[config.mk]
export PLATFORM = sky130hd
export DESIGN_NAME = mem_access_unit
export DESIGN_NICKNAME = d
export VERILOG_FILES = /design/src/rtl/mem_access_unit.sv
export SDC_FILE = /design/constraint.sdc
export NUM_CORES = 1
export LEC_CHECK = 0
export ABC_AREA = 1
export CORE_MARGIN = 2
export CORE_UTILIZATION = 50
export CTS_CLUSTER_DIAMETER = 50
export CTS_CLUSTER_SIZE = 16
export DETAILED_ROUTE_END_ITERATION = 6
export GPL_TIMING_DRIVEN = 0
export HOLD_SLACK_MARGIN = 0.08
export PLACE_DENSITY = 0.93
export SLEW_MARGIN = 15
export SYNTH_ARGS = -nofsm -noshare
export SYNTH_HDL_FRONTEND = slang
export SYNTH_SLANG_ARGS = --single-unit
[constraint.sdc]
create_clock -name clk -period 9.6 [get_ports clk]
set_input_delay 1.92 -clock clk [delete_from_list [all_inputs] [get_ports clk]]
set_output_delay 1.92 -clock clk [all_outputs]
set_load 0.1 [all_outputs]
[src/rtl/mem_access_unit.sv]
// rtl/mem_access_unit.sv - CPU load/store unit with byte/half read-modify-write onto a word memory
module mem_access_unit #(
    parameter int MEM_WORDS = 3072
) (
    input  logic        clk,
    input  logic        reset,
    input  logic        req,
    input  logic        we,
    input  logic [1:0]  size,
    input  logic        sext,
    input  logic [31:0] addr,
    input  logic [31:0] wdata,
    output logic        busy,
    output logic        done,
    output logic        err,
    output logic [31:0] rdata,
    output logic        mem_we,
    output logic [31:0] mem_addr,
    output logic [31:0] mem_wdata,
    input  logic [31:0] mem_rdata
);

    localparam logic [1:0] S_IDLE  = 2'd0;
    localparam logic [1:0] S_READ  = 2'd1;
    localparam logic [1:0] S_WRITE = 2'd2;
    localparam logic [1:0] S_DONE  = 2'd3;

    localparam logic [1:0] SZ_BYTE = 2'b00;
    localparam logic [1:0] SZ_HALF = 2'b01;
    localparam logic [1:0] SZ_WORD = 2'b10;

    localparam logic [29:0] MEM_WORDS_L = 30'(MEM_WORDS);

    logic [1:0]  state_q, state_d;
    logic [31:0] addr_q, addr_d;
    logic        we_q, we_d;
    logic [1:0]  size_q, size_d;
    logic        sext_q, sext_d;
    logic [31:0] wdata_q, wdata_d;
    logic        err_q, err_d;
    logic [31:0] rdata_q, rdata_d;
    logic [31:0] rmw_q, rmw_d;

    logic        reject;
    logic [7:0]  byte_sel;
    logic [15:0] half_sel;
    logic [31:0] load_val;
    logic [31:0] merged;

    // Request validity is judged on the raw inputs so a rejection costs no memory cycle.
    always_comb begin
        reject = 1'b0;
        if (size == 2'b11)
            reject = 1'b1;
        if (size == SZ_HALF && addr[0])
            reject = 1'b1;
        if (size == SZ_WORD && addr[1:0] != 2'b00)
            reject = 1'b1;
        if (addr[31:2] >= MEM_WORDS_L)
            reject = 1'b1;
    end

    always_comb begin
        byte_sel = 8'h00;
        case (addr_q[1:0])
            2'd0: byte_sel = mem_rdata[7:0];
            2'd1: byte_sel = mem_rdata[15:8];
            2'd2: byte_sel = mem_rdata[23:16];
            2'd3: byte_sel = mem_rdata[31:24];
            default: byte_sel = 8'h00;
        endcase
        half_sel = addr_q[1] ? mem_rdata[31:16] : mem_rdata[15:0];
        case (size_q)
            SZ_BYTE: load_val = {{24{sext_q & byte_sel[7]}}, byte_sel};
            SZ_HALF: load_val = {{16{sext_q & half_sel[15]}}, half_sel};
            default: load_val = mem_rdata;
        endcase
    end

    // Partial stores replace only the target lane of the word captured during READ.
    always_comb begin
        merged = rmw_q;
        if (size_q == SZ_BYTE)
            merged[{addr_q[1:0], 3'b000} +: 8] = wdata_q[7:0];
        else if (size_q == SZ_HALF)
            merged[{addr_q[1], 4'b0000} +: 16] = wdata_q[15:0];
    end

    always_comb begin
        state_d = state_q;
        addr_d  = addr_q;
        we_d    = we_q;
        size_d  = size_q;
        sext_d  = sext_q;
        wdata_d = wdata_q;
        err_d   = err_q;
        rdata_d = rdata_q;
        rmw_d   = rmw_q;
        case (state_q)
            S_IDLE: begin
                if (req) begin
                    addr_d  = addr;
                    we_d    = we;
                    size_d  = size;
                    sext_d  = sext;
                    wdata_d = wdata;
                    err_d   = reject;
                    if (reject)
                        state_d = S_DONE;
                    else if (we && size == SZ_WORD)
                        state_d = S_WRITE;
                    else
                        state_d = S_READ;
                end
            end
            S_READ: begin
                if (we_q) begin
                    rmw_d   = mem_rdata;
                    state_d = S_WRITE;
                end else begin
                    rdata_d = load_val;
                    state_d = S_DONE;
                end
            end
            S_WRITE: state_d = S_DONE;
            S_DONE:  state_d = S_IDLE;
            default: state_d = S_IDLE;
        endcase
    end

    always_ff @(posedge clk or posedge reset) begin
        if (reset) begin
            state_q <= S_IDLE;
            addr_q  <= 32'h0;
            we_q    <= 1'b0;
            size_q  <= 2'b00;
            sext_q  <= 1'b0;
            wdata_q <= 32'h0;
            err_q   <= 1'b0;
            rdata_q <= 32'h0;
            rmw_q   <= 32'h0;
        end else begin
            state_q <= state_d;
            addr_q  <= addr_d;
            we_q    <= we_d;
            size_q  <= size_d;
            sext_q  <= sext_d;
            wdata_q <= wdata_d;
            err_q   <= err_d;
            rdata_q <= rdata_d;
            rmw_q   <= rmw_d;
        end
    end

    assign busy      = (state_q != S_IDLE);
    assign done      = (state_q == S_DONE);
    assign err       = err_q;
    assign rdata     = rdata_q;
    assign mem_we    = (state_q == S_WRITE);
    assign mem_addr  = {addr_q[31:2], 2'b00};
    assign mem_wdata = (size_q == SZ_WORD) ? wdata_q : merged;

endmodule

**Word-level counts from Yosys, hierarchy flattened**

Index checks and enable logic that the tools add are counted.

- Output and inout bits: 100
- Logic and storage cells: 59
- Input bits: 103
- Register bits after elaboration: 135

- Shift operators: 4
- Add/sub/neg operators: 2
- Reductions and logical operators: 11
- Bitwise operators: 3
- Magnitude comparators: 1
- Mux-type cells: 17
- Eq/ne operators: 12

Operators with widths:

| operator | number |
|---|---|
| 32-bit two-way mux | 3 |
| 32-bit bitwise mux | 2 |
| 32-bit case mux with 2 select lines | 1 |
| 8-bit case mux with 4 select lines | 1 |
| 16-bit by 7-bit variable shift with 32-bit output, first input constant | 1 |
| 8-bit by 7-bit variable shift with 32-bit output, first input constant | 1 |
| 16-bit by 7-bit indexed part select with 32-bit output | 1 |
| 8-bit by 7-bit indexed part select with 32-bit output | 1 |
| 30-bit by 12-bit greater-or-equal comparator with 1-bit output, second input constant | 1 |
| 16-bit two-way mux | 1 |
| 2-bit equality test, second input constant | 7 |
| 5-bit negator with 7-bit output | 2 |
| 2-bit by 1-bit equality test with 1-bit output, second input constant | 4 |
| 2-bit case mux with 4 select lines | 1 |
| 2-bit zero test | 3 |
| 2-bit two-way mux | 3 |
| 2-bit AND reduction | 3 |
| 1-bit two-way mux | 5 |
| 2-bit nonzero test | 2 |
| 1-bit logical AND | 3 |
| 1-bit AND | 2 |
| 2-bit != test, second input constant | 1 |
| 1-bit inverter | 1 |

**Logic depth before layout (Yosys ltp)**

Gate-level depths: netlist (run 1).

- Depth after elaboration: 8
- Gate-level depth with buffers: 12
- Mapped depth without buffers: 10

**Least setup slack after synthesis (run 1)**

Ideal clock, no wire load.

- Path type: reg-to-output
- Start point: register addr_q[0]
- End point: output port mem_wdata[31]
- Path slack: 4.534 ns
- Path buffers: 3
- Cell stages (with the launch flop): 11
- Data required time: 7.680 ns
- Arrival: 3.146 ns
- Cell sequence: dfrtp_1 -> clkbuf_1 -> inv_1 -> ha_1 -> buf_2 -> clkinv_1 -> buf_2 -> nand3_1 -> nor2_1 -> o22ai_1 -> a21oi_1

- Longest elaborated chain between the ends: 5
- Elaborated cells on any way between the ends: 6
- Classes of those cells: add/sub: 1; shift: 2; mux: 3

RTL lines:

| item | RTL line | text |
|---|---|---|
| from (decl) | 35 | `logic [31:0] addr_q, addr_d;` |
| from (signal assigned) | 144 | `addr_q <= addr_d;` |
| 5-bit negator with 7-bit output (*) | 84 | `merged[{addr_q[1:0], 3'b000} +: 8] = wdata_q[7:0];` |
| 8-bit by 7-bit indexed part select with 32-bit output or 8-bit by 7-bit variable shift with 32-bit output (tied branches) | 84 |  |
| 32-bit bitwise mux (*) | 84 |  |
| 32-bit two-way mux (*) | 83 | `if (size_q == SZ_BYTE)` |
| 32-bit two-way mux (*) | 161 | `assign mem_wdata = (size_q == SZ_WORD) ? wdata_q : merged;` |
| to (decl) | 19 | `output logic [31:0] mem_wdata,` |

Every way passes the cells marked *; elsewhere a longest branch is shown, timed or not.

**Worst setup path after layout (run 1)**

- Start point: register addr_q[0]
- End point: output port mem_wdata[26]

Same word-level chain as after synthesis.

==> results of run 1 <==
==> per-layer routing <==
metal	track usage [%]	up-vias	wire, um
li1	-	3387	-
met3	9.24	53	2500
met2	49.1	421	11300
met5	0	-	0
met4	8.34	0	447
met1	39.3	3500	9550
==> cells in the mapped netlist (17+ instances only) <==
library cell and n:
nand3_1 55, inv_1 75, buf_4 34, dfrtp_1 135
mux2_2 61, nor2_1 64, buf_2 17, nand2_1 250
o21ai_0 48, clkbuf_1 22, a21oi_1 64, or2_2 21
==> cell families after synthesis <==
group	Yosys count	share of synthesized area, %
AOI/OAI and AO/OA	137	9.61
adders and majority gates	10	1.66
buffers and inverters	160	10.6
DFF	135	44.9
muxes	61	9.13
other	1	0.0498
and+or+nand+nor	419	24.1
==> sequential cells by signal, summed over array words and instances, names as in the netlist <==
register and cells:
addr_q 32, state_q 2, rdata 32, rmw_q 32, wdata_q 32, size_q 2, we_q 1, err 1
sext_q 1
==> metrics by stage <==
step | hold slack [ns] | worst slack, ns | instance area, um2 | cells
finish | 0.488 | 3.55 | 10400 | 1341
global route | 0.508 | 3.28 | 10400 | 1341
CTS | 0.496 | 3.57 | 10400 | 1341
detailed placement | 0.475 | 4.04 | 9800 | 1309
global placement | 0.467 | 2.13 | 9760 | 1308
floorplan | 0.453 | 4.07 | 7530 | 924
==> worst paths after layout <==
path	slack (ns)	end	cells past startpoint	startpoint
max	3.55	mem_wdata[26]	11	addr_q[0]
min	0.49	rdata[2]	2	rdata[2]
max reg2reg	7.05	rdata[15]	11	addr_q[0]
min reg2reg	0.49	rdata[2]	2	rdata[2]
max in group asynchronous	6.93	sext_q	3	reset
min in group asynchronous	1.90	addr_q[30]	2	reset
==> area by class of cell <==
class	count	area (um2)
Inverter	81	312
Sequential cell	135	3380
Multi-Input combinational cell	629	3360
Timing Repair Buffer	201	2030
Buffer	79	490
Clock inverter	15	148
Clock buffer	17	425
Tap cell	184	230
Fill cell	1068	4270
==> layout by cell type, fill, tap and decap left out, drive strengths merged <==
cell	count
a21oi	64
buf	58
clkbuf	39
clkdlybuf4s50	200
clkinv	2
clkinvlp	1
conb	2
dfrtp	135
ha	10
inv	93
mux2	61
nand2	252
nand3	61
nand4	13
nor2	68
nor3	1
o211ai	4
o21ai	62
o22ai	7
or2	24
==> worst reg2reg max path: stages (launching register included) <==
cell and delay (ns):
dfrtp_1 0.48, clkbuf_1 0.43, inv_1 0.18, ha_1 0.23, buf_2 0.17, clkinv_1 0.17
nand4_1 0.23, nand3_4 0.16, buf_6 0.16, nand2_1 0.07, nand2_1 0.08, nand2_1 0.07
==> impl_metrics.yaml, run 1 <==
timing:
  rsz0062_at_grt: "false"
  period_share_pct: 63.1
  fin_skew_ns: 0.00962
  setup_viol: 0
  clock.fmax_mhz: 165
  slew_viol_final: 0
  hold_viol_final: 0
  slew_headroom_pct: 32.2
  worst_pin_slew_ns: 1.01
  tns_ns: 0
  min_period_ns: 6.05
outcome:
  status: "finished with violations"
  violations: "design-rule violations"
global_routing:
  grt_util_all_layers_pct: 30.1
  antenna_found_initial: 0
  grt_pass1_wl_um: 37700
  grt_pass1_vias: 7199
  gr-total-overflow: 0
  grt_max_degree: 90
logic_synthesis:
  ys_top_cells_by_area: "dfrtp_1 45%, nand2_1 12%, mux2_2 9.1%, a21oi_1 4.3%, inv_1 3.7%"
  synth_edf_count: 0
  yosysTopAreaCell: "dfrtp_1"
  synth_flop_cell: "dfrtp_1"
  synth.distinct_cells: 31
  synth.yosys.seq_area_share_pct: 44.9
  synth_area_per_cell_um2: 8.16
  async_flop_share_pct: 100
  synth_cells: 923
  synth_warnings: 0
  ys_ff_latch: 135
  netlist.area_leader.share_pct: 44.9
  syn_area_um2: 7530
final_layout:
  n_antenna_cell: 0
  syn_to_final_growth_pct: 37.8
  fin_nets: 1257
  post-route-util_pct: 70.8
  drive_above_1_share_pct: 16.7
setup_path:
  critPathSlowestCell: "clkdlybuf4s50_1"
  end_kind: "output pin"
  worstSetupPathType: "register to output pin"
  cp.buffers_inverters: 6
  cp.required_ns: 7.68
  crit_chain: "clkbuf_1, inv_1, ha_1, buf_2, clkinv_1, buf_2, nand3_1, o21ai_0, nand3_1, o21ai_0, clkdlybuf4s50_1"
  cp-start-kind: "register"
  worstPathArrival_ns: 4.13
  crit_path_max_fanout: 10
  cpPeakStageDelay_ns: 1.18
  cpLargestDelayFamily: "buffers and inverters"
route:
  postRouteAntennaNets: 0
  post-route-drc-count: 1
  wl_um: 23800
  drt-vias-per-instance: 5.49
  vias: 7361
  dr.pass1.iters: 7
  drt_iter0_drc: 744
  wl_per_cell_um: 17.7
hold_path:
  hp-class: "register to register"
placed_design:
  dpl.hpwl_um: 17500
  gp_congestion: 0.920
  place.port_buffers: 200
floorplan:
  ios: 203
  dieWidth_um: 127
  die_y_um: 127
  core_um2: 14600
  initial_utilization_pct: 51.4
  die-area_um2: 16100
  rows: 44
clock_network:
  cts_tree: "built"
  clk_path_buf_depth: 2
  cts_resized: 0
  cts_setup_buffers: 0
  cts_hold_buf: 0
  clock-sinks: 135
  cts_max_level: 4
  path_clk_slew_ns: 0.07
  clock_latency_ns: 0.44
  cts_inserted_buffers: 17
  cts_root_buffer: "clkbuf_16"
run:
  maxCapViolations: 0
Power of run 1 is not shown: default switching activity piles up to over one toggle a cycle in this logic, so the estimate is an artifact.
==> run 2, diff against run 1 <==
--- a/config.mk
+++ b/config.mk
@@ -7,13 +7,13 @@
 export LEC_CHECK = 0
 export ABC_AREA = 1
 export CORE_MARGIN = 2
-export CORE_UTILIZATION = 50
+export CORE_UTILIZATION = 44
 export CTS_CLUSTER_DIAMETER = 50
 export CTS_CLUSTER_SIZE = 16
 export DETAILED_ROUTE_END_ITERATION = 6
 export GPL_TIMING_DRIVEN = 0
 export HOLD_SLACK_MARGIN = 0.08
-export PLACE_DENSITY = 0.93
+export PLACE_DENSITY = 0.88
 export SLEW_MARGIN = 15
 export SYNTH_ARGS = -nofsm -noshare
 export SYNTH_HDL_FRONTEND = slang
==> constraint.sdc (replaced) <==
create_clock -name clk -period 5 [get_ports clk]
set_input_delay 1 -clock clk [delete_from_list [all_inputs] [get_ports clk]]
set_output_delay 1 -clock clk [all_outputs]
set_load 0.1 [all_outputs]
==> impl_metrics.yaml, run 2 (synthesis results as in run 1) <==
outcome:
  status: "finished with violations"
  violations: "design-rule violations"
route:
  dr.pass1.iters: 7
  postRouteAntennaNets: 0
  vias: 7264
  wl_per_cell_um: 17.2
  drt_iter0_drc: 671
  post-route-drc-count: 1
  drt-vias-per-instance: 5.28
  wl_um: 23700
timing:
  rsz0062_at_grt: "false"
  fin_skew_ns: 0.00680
  period_share_pct: 98.0
  hold_viol_final: 0
  slew_viol_final: 0
  fin_hold_ws_ns: 0.479
  slew_headroom_pct: 32.2
  worst_pin_slew_ns: 1.01
  min_period_ns: 4.90
  clock.fmax_mhz: 204
  setup_viol: 0
final_layout:
  fin_nets: 1257
  n_antenna_cell: 0
  layout_common_cells: "250 x nand2_1, 176 x clkdlybuf4s50_1, 135 x dfrtp_1"
  syn_to_final_growth_pct: 39.4
  drive_above_1_share_pct: 16.7
  final_common_cell: "nand2_1"
hold_path:
  min_path_cells: 2
  worstHoldStart: "rdata[4]"
  whs_endpoint: "rdata[4]"
  hp-class: "register to register"
setup_path:
  worstReg2RegEnd: "rdata[6]"
  r2r_slack_ns: 2.43
  cp-start-kind: "register"
  crit_chain: "clkbuf_1, inv_1, ha_1, buf_2, clkinv_1, nor3_1, o21ai_2, o21ai_1, clkdlybuf4s50_1"
  cp.required_ns: 4.00
  critPathSlowestCell: "clkdlybuf4s50_1"
  worstRegToRegCells: 11
  cpLargestDelayFamily: "buffers and inverters"
  crit_path_max_fanout: 10
  end_kind: "output pin"
  worstSetupPathType: "register to output pin"
  cpPeakStageDelay_ns: 1.19
  worstPathArrival_ns: 3.90
  cp.buffers_inverters: 5
  r2r_start: "addr_q[0]"
clock_network:
  cts_hold_buf: 0
  cts_tree: "built"
  clock-sinks: 135
  cts_max_level: 4
  clk_path_buf_depth: 2
  clock_latency_ns: 0.42
  cts_root_buffer: "clkbuf_16"
  cts_setup_buffers: 0
  path_clk_slew_ns: 0.06
  cts_inserted_buffers: 17
  cts_resized: 2
global_routing:
  grt_pass1_vias: 7060
  grt_util_all_layers_pct: 26.4
  gr-total-overflow: 0
  grt_pass1_wl_um: 37000
  antenna_found_initial: 0
  grt_max_degree: 102
floorplan:
  core_um2: 16600
  die-area_um2: 18200
  die_y_um: 135
  ios: 203
  rows: 47
  initial_utilization_pct: 45.2
  dieWidth_um: 135
placed_design:
  place.port_buffers: 200
  gp_congestion: 0.999
  dpl.hpwl_um: 18000
run:
  maxCapViolations: 0
==> run 2: layout make-up <==
type                       instances  area, um2
clock buffer                      19        453
timing repair buffer             201       2080
fill                            1425       6150
buffer                            79        490
inverter                          81        312
multi-input combinational        629       3360
sequential                       135       3380
clock inverter                    13        145
tap                              220        275
==> run 2: worst max path at each step <==
stage,startpoint,to,slack (ns),cells past startpoint
after floorplan,reset,addr_q[0],0.39,1
after global placement,reset,rdata[12],-1.57,2
after detailed placement,addr_q[0],mem_wdata[26],0.39,11
after CTS,addr_q[0],mem_wdata[15],0.01,11
after global routing,addr_q[0],mem_wdata[26],0.008,11
final,addr_q[0],mem_wdata[5],0.1,9
==> run 2: metrics by stage <==
stage / TNS (ns) / setup WS, ns / util, % / instance area (um2) / std cells
floorplan: 0 / 0.389 / - / 7530 / 924
global placement: -210.05 / -1.57 / 58.9 / 9810 / 1344
detailed placement: 0 / 0.388 / 59.1 / 9840 / 1345
CTS: 0 / 0.0128 / 62.7 / 10400 / 1377
global route: 0 / 0.00835 / 63.1 / 10500 / 1377
finish: 0 / 0.0988 / 63.1 / 10500 / 1377
==> run 2: worst reg2reg max path: stages (launching register included) <==
cell and delay, ns:
dfrtp_1 0.48, clkbuf_1 0.44, inv_1 0.17, ha_1 0.23
buf_2 0.18, clkinv_1 0.18, buf_2 0.26, nand4_1 0.20
nand2_1 0.11, nand3_1 0.07, nand2_1 0.07, nand2_1 0.07
==> run 2: per-layer routing <==
layer | global-route usage, % | vias to the layer above | share of wire, %
met5 | 0 | - | 0
met4 | 7.08 | 0 | 1.9
met3 | 7.96 | 48 | 10
met2 | 41.9 | 402 | 47
met1 | 35.1 | 3431 | 40
li1 | - | 3383 | -
Power of run 2 is left out for the same reason.
==> run 3, diff against run 2 <==
--- a/config.mk
+++ b/config.mk
@@ -6,7 +6,7 @@
 export NUM_CORES = 1
 export LEC_CHECK = 0
 export ABC_AREA = 1
-export CORE_MARGIN = 2
+export CORE_MARGIN = 5
 export CORE_UTILIZATION = 44
 export CTS_CLUSTER_DIAMETER = 50
 export CTS_CLUSTER_SIZE = 16
@@ -14,7 +14,7 @@
 export GPL_TIMING_DRIVEN = 0
 export HOLD_SLACK_MARGIN = 0.08
 export PLACE_DENSITY = 0.88
-export SLEW_MARGIN = 15
+export SLEW_MARGIN = 20
 export SYNTH_ARGS = -nofsm -noshare
 export SYNTH_HDL_FRONTEND = slang
 export SYNTH_SLANG_ARGS = --single-unit
==> impl_metrics.yaml, run 3 (synthesis results as in run 1) <==
floorplan:
  ios: 203
  die_y_um: 141
  core_um2: 16700
  die-area_um2: 19800
  initial_utilization_pct: 45.1
  dieWidth_um: 141
  rows: 47
setup_path:
  cp.buffers_inverters: 6
  crit_chain: "clkbuf_1, inv_1, ha_1, buf_2, clkinv_1, buf_2, nand3_1, o21ai_0, nand3_1, o21ai_0, dlygate4sd2_1"
  cpLargestDelayFamily: "buffers and inverters"
  worstPathArrival_ns: 3.83
  end_kind: "output pin"
  cp-start-kind: "register"
  r2r_slack_ns: 2.47
  crit_path_max_fanout: 10
  critPathSlowestCell: "dlygate4sd2_1"
  cpPeakStageDelay_ns: 0.90
  cp.required_ns: 4.00
  worstSetupPathType: "register to output pin"
timing:
  rsz0062_at_grt: "false"
  fin_skew_ns: 0.00779
  hold_viol_final: 0
  slew_headroom_pct: 32.7
  clock.fmax_mhz: 207
  min_period_ns: 4.83
  period_share_pct: 96.7
  slew_viol_final: 0
  setup_viol: 0
  worst_slack_ns: 0.167
  worst_pin_slew_ns: 1.01
global_routing:
  grt_pass1_vias: 7138
  gr-total-overflow: 0
  grt_util_all_layers_pct: 24.7
  antenna_found_initial: 0
  grt_max_degree: 101
  grt_pass1_wl_um: 38400
clock_network:
  cts_max_level: 4
  cts_root_buffer: "clkbuf_16"
  cts_inserted_buffers: 17
  path_clk_slew_ns: 0.06
  clk_path_buf_depth: 2
  cts_tree: "built"
  cts_setup_buffers: 0
  clock_latency_ns: 0.43
  clock-sinks: 135
route:
  wl_per_cell_um: 17.7
  top_layer_used: "met4"
  drt-met1-wl_um: 9630
  drt_iter0_drc: 674
  wl_um: 24300
  met3_length_um: 2580
  wl_met2_um: 11600
  post-route-drc-count: 2
  drt-vias-per-instance: 5.24
  postRouteAntennaNets: 0
  vias: 7211
  dr.pass1.iters: 7
placed_design:
  dpl.hpwl_um: 18500
  gp_congestion: 0.963
  dp_worst_setup_slack_ns: 0.401
  place.port_buffers: 200
run:
  maxCapViolations: 0
final_layout:
  layout_common_cells: "250 x nand2_1, 175 x clkdlybuf4s50_1, 135 x dfrtp_1"
  fill_cells: 1427
  syn_to_final_growth_pct: 39.6
  drive_above_1_share_pct: 16.7
  fin_nets: 1257
  final_common_cell: "nand2_1"
  n_antenna_cell: 0
outcome:
  status: "finished with violations"
  violations: "design-rule violations"
hold_path:
  hp-class: "register to register"
-- run 3: cell types whose count changed in the layout (fill, tap and decap cells not counted), sizes merged --
cell,delta
inv,-1
clkinvlp,-1
clkdlybuf4s50,-1
clkinv,+2
bufinv,+1
dlymetal6s2s,+1
clkbuf,-1
-- run 3: final cells by class --
class / count / area (um2) / area share [%]
flip-flops and latches: 135 / 3380 / 32.1
plain buffers: 79 / 490 / 4.67
repair buffers: 201 / 2080 / 19.8
well taps: 220 / 275 / 2.62
inverters: 81 / 312 / 2.96
clock inverters: 14 / 173 / 1.64
clock buffers: 18 / 439 / 4.18
multi-input cells: 629 / 3360 / 32.0
-- run 3: repair_timing --
action	in CTS	in global routing
setup endpoints to repair	2	23
hold buffers	0	0
resized for setup	2	23
-- run 3: metrics by stage --
step	utilization (%)	area, um2	hold slack [ns]	setup TNS, ns	std cells
floorplan	-	7530	0.453	0	924
global placement	58.7	9810	0.465	-214.03	1344
detailed placement	58.9	9840	0.465	0	1345
CTS	62.6	10500	0.481	0	1377
global route	62.9	10500	0.511	0	1377
finish	62.9	10500	0.480	0	1377
-- run 3: path summary, 6_finish.rpt --
| check | from | endpoint | cells after the start |
|---|---|---|---|
| min reg2reg | rdata[4] | rdata[4] | 2 |
| max reg2reg | addr_q[0] | rdata[25] | 11 |
| min | rdata[4] | rdata[4] | 2 |
| min in group asynchronous | reset | addr_q[28] | 2 |
| max | addr_q[0] | mem_wdata[26] | 11 |
| max in group asynchronous | reset | wdata_q[15] | 3 |
-- run 3: worst reg2reg max path: stages (launching register included) --
cell,delay [ns]
dfrtp_1,0.46
clkbuf_1,0.44
inv_1,0.17
ha_1,0.23
buf_2,0.17
clkinv_1,0.17
nand4_1,0.23
nand3_4,0.16
buf_6,0.15
nand3_1,0.09
nand2_1,0.11
inv_1,0.05
-- run 3: metal layers --
metal / up-vias / GRT usage [%]
met1: 3397 / 32.2
met4: 0 / 7.70
met2: 374 / 40.3
li1: 3388 / -
met5: - / 0
met3: 52 / 6.74
Power of run 3 is left out for the same reason.
